==> src/rtl/speed_pwm_driver.sv <==
// Motor PWM stage: ramps duty toward the target for the speed level w at a limited slew rate.
// The brake speeds up ramp-down. Duty is latched into the PWM compare only at period boundaries.
module speed_pwm_driver #(
    parameter int unsigned CNT_W     = 8,
    parameter int unsigned RAMP_DIV  = 16,
    parameter int unsigned DUTY_SLOW = 64,
    parameter int unsigned DUTY_MED  = 128,
    parameter int unsigned DUTY_FAST = 224
) (
    input  logic             clk,
    input  logic             reset,
    input  logic [1:0]       w,
    input  logic             brake,
    output logic             pwm,
    output logic [CNT_W-1:0] duty,
    output logic [1:0]       state,
    output logic             at_target
);

    typedef enum logic [1:0] {
        StHold = 2'b00,
        StUp   = 2'b01,
        StDown = 2'b10
    } ramp_state_e;

    localparam int unsigned PW = (RAMP_DIV > 2) ? $clog2(RAMP_DIV) : 1;
    localparam logic [PW-1:0]    PrescLast = PW'(RAMP_DIV - 1);
    // Last count of the 2^CNT_W-1 cycle PWM period.
    localparam logic [CNT_W-1:0] CntLast   = {{(CNT_W-1){1'b1}}, 1'b0};

    logic [CNT_W-1:0] target_q, target_d;
    logic [CNT_W-1:0] duty_q, duty_d;
    logic [CNT_W-1:0] duty_active_q, duty_active_d;
    logic [CNT_W-1:0] cnt_q, cnt_d;
    logic [PW-1:0]    presc_q, presc_d;
    logic             pwm_q, pwm_d;
    logic             tick;
    ramp_state_e      ramp_state;

    always_comb begin
        target_d = '0;
        unique case (w)
            2'b00:   target_d = '0;
            2'b01:   target_d = CNT_W'(DUTY_SLOW);
            2'b10:   target_d = CNT_W'(DUTY_MED);
            default: target_d = CNT_W'(DUTY_FAST);
        endcase
    end

    always_comb begin
        ramp_state = StHold;
        if (duty_q < target_q) begin
            ramp_state = StUp;
        end else if (duty_q > target_q) begin
            ramp_state = StDown;
        end
    end

    assign tick = (presc_q == PrescLast);

    always_comb begin
        presc_d = '0;
        duty_d  = duty_q;
        unique case (ramp_state)
            StUp: begin
                presc_d = tick ? '0 : presc_q + 1'b1;
                if (tick) begin
                    duty_d = duty_q + 1'b1;
                end
            end
            StDown: begin
                presc_d = tick ? '0 : presc_q + 1'b1;
                // Brake overrides the slew limit when slowing down.
                if (brake || tick) begin
                    duty_d = duty_q - 1'b1;
                end
            end
            default: begin
                presc_d = '0;
                duty_d  = duty_q;
            end
        endcase
    end

    always_comb begin
        cnt_d         = cnt_q + 1'b1;
        duty_active_d = duty_active_q;
        if (cnt_q == CntLast) begin
            cnt_d         = '0;
            duty_active_d = duty_q;
        end
        pwm_d = (cnt_q < duty_active_q);
    end

    always_ff @(posedge clk or negedge reset) begin
        if (!reset) begin
            target_q      <= '0;
            duty_q        <= '0;
            duty_active_q <= '0;
            cnt_q         <= '0;
            presc_q       <= '0;
            pwm_q         <= 1'b0;
        end else begin
            target_q      <= target_d;
            duty_q        <= duty_d;
            duty_active_q <= duty_active_d;
            cnt_q         <= cnt_d;
            presc_q       <= presc_d;
            pwm_q         <= pwm_d;
        end
    end

    assign pwm       = pwm_q;
    assign duty      = duty_q;
    assign state     = ramp_state;
    assign at_target = (ramp_state == StHold);

endmodule

==> config.mk <==
export PLATFORM = sky130hd
export DESIGN_NAME = speed_pwm_driver
export DESIGN_NICKNAME = d
export VERILOG_FILES = /design/src/rtl/speed_pwm_driver.sv
export SDC_FILE = /design/constraint.sdc
export NUM_CORES = 1
export LEC_CHECK = 0
export CAP_MARGIN = 20
export CORE_ASPECT_RATIO = 1.1
export CORE_MARGIN = 1
export CORE_UTILIZATION = 47
export CTS_CLUSTER_DIAMETER = 150
export DETAILED_ROUTE_END_ITERATION = 8
export PLACE_DENSITY_LB_ADDON = 0.15
export SLEW_MARGIN = 40
export SYNTH_ARGS = -nofsm -noshare
export SYNTH_HDL_FRONTEND = slang
export SYNTH_SLANG_ARGS = --single-unit
==> constraint.sdc <==
create_clock -name clk -period 6.6 [get_ports clk]
set_clock_uncertainty 0.15 [all_clocks]
set_input_delay 1.32 -clock clk [delete_from_list [all_inputs] [get_ports clk]]
set_output_delay 1.32 -clock clk [all_outputs]
set_load 0.1 [all_outputs]
== After elaboration in Yosys (flattened, before gate mapping) ==
Cells that the tools add are included.
Storage, ports and cells
  flip-flop bits (word level): 37
  input bits: 5
  output and inout bits: 12
  word-level logic and storage cells: 36
Cells by class
  add/subtract/negate cells: 4
  magnitude comparators: 3
  eq/ne operators: 8
  mux-type cells: 9
  reductions and logical operators: 6
Operators with widths (count)
  $mux W8: 3
  $pmux W8 S3: 1
  $add A8 B1 Y8 const B: 2
  $lt A8 B8 Y1: 2
  $pmux W8 S2: 1
  $eq A8 B8 Y1 const B: 1
  $gt A8 B8 Y1: 1
  $mux W4: 2
  $sub A8 B1 Y8 const B: 1
  $add A4 B1 Y4 const B: 1
  $eq A2 B1 Y1 const B: 2
  $eq A2 B2 Y1 const B: 2
  $eq A4 B4 Y1 const B: 1
  $logic_not A2 Y1: 2
  $mux W2: 2
  $ne A2 B2 Y1 const B: 2
  $reduce_and A3 Y1: 1
  $reduce_bool A2 Y1: 1
  $reduce_or A2 Y1: 1
  $logic_or A1 B1 Y1: 1

== Longest topological paths before layout ==
  depth in word-level cells: 6
  depth in mapped cells: 12
  depth with buffers taken out: 12

== Worst setup path before layout ==
Ideal clock, no wire load.
  kind: reg-to-reg
  start point: register duty_q[6], in the netlist duty[6]
  end point: register duty_q[7], in the netlist duty[7]
  arrival: 3791 ps
  required time: 6287 ps
  setup slack: 2496 ps
  stages on the path, launching flop included: 12
  clock period less this slack: 4104 ps
  path through: dfrtp_1 -> ha_1 -> and3b_1 -> or2_2 -> nand2_1 -> inv_1 -> ha_1 -> a211oi_1 -> nor2_1 -> a221oi_1 -> mux2i_1 -> xor2_1
On the way
  word-level cells in the longest chain between the ends: 6
RTL lines
  from (decl): line 32  | logic [CNT_W-1:0] duty_q, duty_d;
  from (signal assigned): line 105  | duty_q <= duty_d;
  $gt A8 B8 Y1: line 54  | end else if (duty_q > target_q) begin
  $mux W2: line 54
  $mux W2 (*): line 52  | if (duty_q < target_q) begin
  named net state[1]: line 16  | output logic [1:0] state,
  $eq A2 B2 Y1 or $eq A2 B1 Y1 (tied branches): line 64  | unique case (ramp_state)
  $ne A2 B2 Y1 (no line) or $reduce_bool A2 Y1 (tied branches)
  $reduce_and A3 Y1 (no line)
Mark *: on every way through the listed nets, which the timed path passes. The rest lies on a longest branch. The select of a mux whose other input is x is not followed.
A chain may end at the register's enable or synchronous reset.

== Final worst setup path ==
  start point: register duty_q[6], in the netlist duty[6]
  end point: output port state[1]
On the way
  word-level cells in the longest chain between the ends: 3
RTL lines (line)
  $gt A8 B8 Y1: 54
  $mux W2: 54
  $mux W2 (*): 52
  to (decl): 16
Mark *: on every way between the ends. The rest lies on a longest branch, timed or not.

==> impl_metrics.ini <==
[sta]
setup-tns-final_ns = 0
rsz0062_at_grt = false
fmax_mhz = 273
period_share_pct = 55.4
post-route-min-period_ns = 3.66
tightest_slew_ns = 0.496
drv_slew = 0
fin_ws_ns = 2.94
finalSetupViolCount = 0
hold_viol_final = 0
relSlewSlack_pct = 67.1

[place]
place_area_mm2 = 0.00197
io_buffers = 16
dp_hpwl_um = 2710
routabilityCongestion = 0.854
pre_cts_slack_ns = 3.27

[logic_synthesis]
ys_types = 39
yosys_warnings = 0
synthArstFlopShare_pct = 100
synth_most_common_cell = dfrtp_1
synthFlopType = dfrtp_1
synth_edf_count = 0
syn_nets = 209
netlist_area_mm2 = 0.00181
synth-seq-cells = 32
yosysTopAreaCellShare_pct = 44.3
ys_top_cells_by_count = 32 x dfrtp_1, 20 x o21ai_0, 19 x ha_1
synthTopCellsByArea = dfrtp_1 44%, ha_1 13%, o21ai_0 5.5%, inv_1 3.7%, nand2_1 3.7%
postSynthCellCount = 184
seq_area_frac_synth_pct = 44.3
syn_area_per_cell_um2 = 9.83
synth_area_leader_cell = dfrtp_1

[clocking]
cts_num_sinks = 32
hold_buffers = 0
cts_resized = 0
clock_latency_ns = 0.29
numCtsBuffers = 5
htreeDepth = 2
cts_setup_buffers = 0
clock_path_buffers = 2
clk_pin_slew_worst_paths_ns = 0.07
clockRootBuffer = clkbuf_8
cts_tree = done

[routing]
ant_nets = 0
vias_per_cell = 5.37
drc_errors = 0
num_vias = 1374
firstDrtPassIters = 4
drt_iter0_drc = 68
drt_wl_total_um = 3670
post_drt_wl_per_cell_um = 14.3

[die]
core-area_mm2 = 0.00365
ios = 17
dieArea_mm2 = 0.00410
die_w_um = 61.2
placementRows = 23
initial_core_util_pct = 49.5
die_y_um = 67.1

[global_routing]
track_usage_pct = 21.3
grt_pass1_vias = 1352
grt_max_degree = 33
grt_pass1_wl_um = 6240
antenna_found_initial = 0
overflow = 0

[cells_and_area]
ff_latch_area_um2 = 801
fill_cells = 338
layout-drive-gt1-share_pct = 14.6
area_growth_pct = 14.1
num_antenna_cells = 0
fin_area_mm2 = 0.00206
multi_input_area_um2 = 926
fin_nets = 230

[worst_setup_path]
critPathMaxFanout = 7
end_kind = output port
worstSetupPathType = flip-flop to output port
cp-start-kind = flip-flop
worstPathRequired_ns = 5.13
crit_arrival_ns = 2.19

[hold_path]
hold_path_class = flip-flop to flip-flop

[status]
status = completed

[flow_run]
maxCapViolCount = 0
[flip-flops by register name (all words and copies together) (netlist names)]
signal / count
duty_active_q: 8
target_q: 3
presc_q: 4
pwm: 1
cnt_q: 8
duty: 8
[per-layer routing]
| metal | share of wire, % | wire [um] | global-route usage (%) |
|---|---|---|---|
| met5 | 0 | 0 | 0 |
| met4 | 2.6 | 97 | 10.5 |
| met3 | 3.2 | 118 | 5.83 |
| met2 | 49 | 1800 | 33.6 |
| met1 | 45 | 1650 | 26.3 |
[path summary, 6_finish.rpt]
path / depth (start not counted) / startpoint / to / slack [ns]
min in group asynchronous: 2 / reset / cnt_q[2] / 1.27
max in group asynchronous: 2 / reset / pwm / 4.73
worst min register to register: 1 / presc_q[0] / presc_q[0] / 0.36
worst max-delay path: 6 / duty[6] / state[1] / 2.94
worst max register to register: 11 / duty[6] / duty[7] / 3.21
worst min-delay path: 1 / presc_q[0] / presc_q[0] / 0.36
[metrics by stage]
stage	instances	hold slack [ns]	util (%)
final	256	0.356	56.5
after global routing	256	0.387	56.5
after CTS	256	0.359	56.5
after detailed placement	248	0.346	54.0
after global placement	248	0.332	55.6
after floorplan	184	0.312	-
[worst max-delay path: stages, from the launching register on]
cell     delay [ns]
dfrtp_1        0.44
ha_1           0.33
and3b_1        0.21
or2_2          0.32
nand2_1        0.11
inv_1          0.15
buf_2          0.33
[layout make-up]
type	count	area share, %
Timing Repair Buffer	18	5.58
Sequential cell	32	38.8
Multi-Input combinational cell	130	44.8
Clock buffer	6	4.00
Tap cell	50	3.03
Inverter	18	3.27
Clock inverter	2	0.485
[placed cells by master, fill, tap and decap left out, drive strengths merged, types with 3 or more instances in the layout]
| cell | Yosys | routed |
|---|---|---|
| xnor2 | 4 | 4 |
| xor2 | 4 | 4 |
| and3 | 3 | 3 |
| nor2 | 11 | 11 |
| buf | 0 | 14 |
| clkdlybuf4s50 | 0 | 4 |
| clkbuf | 4 | 6 |
| nand3 | 6 | 6 |
| dfrtp | 32 | 32 |
| inv | 18 | 18 |
| ha | 19 | 19 |
| a21oi | 10 | 10 |
| o21ai | 20 | 20 |
| a21o | 5 | 5 |
| nand2 | 18 | 18 |
[cell families after synthesis]
logic type / after synthesis / synth area share [%]
compound gates: 46 / 16.1
xor+xnor: 8 / 3.87
fa+ha+maj: 20 / 14.2
buf+inv: 22 / 4.56
flops: 32 / 44.3
mux: 4 / 2.56
simple gates: 52 / 14.4
Power is not shown: default switching activity piles up to over one toggle a cycle in this logic, so the estimate is an artifact.
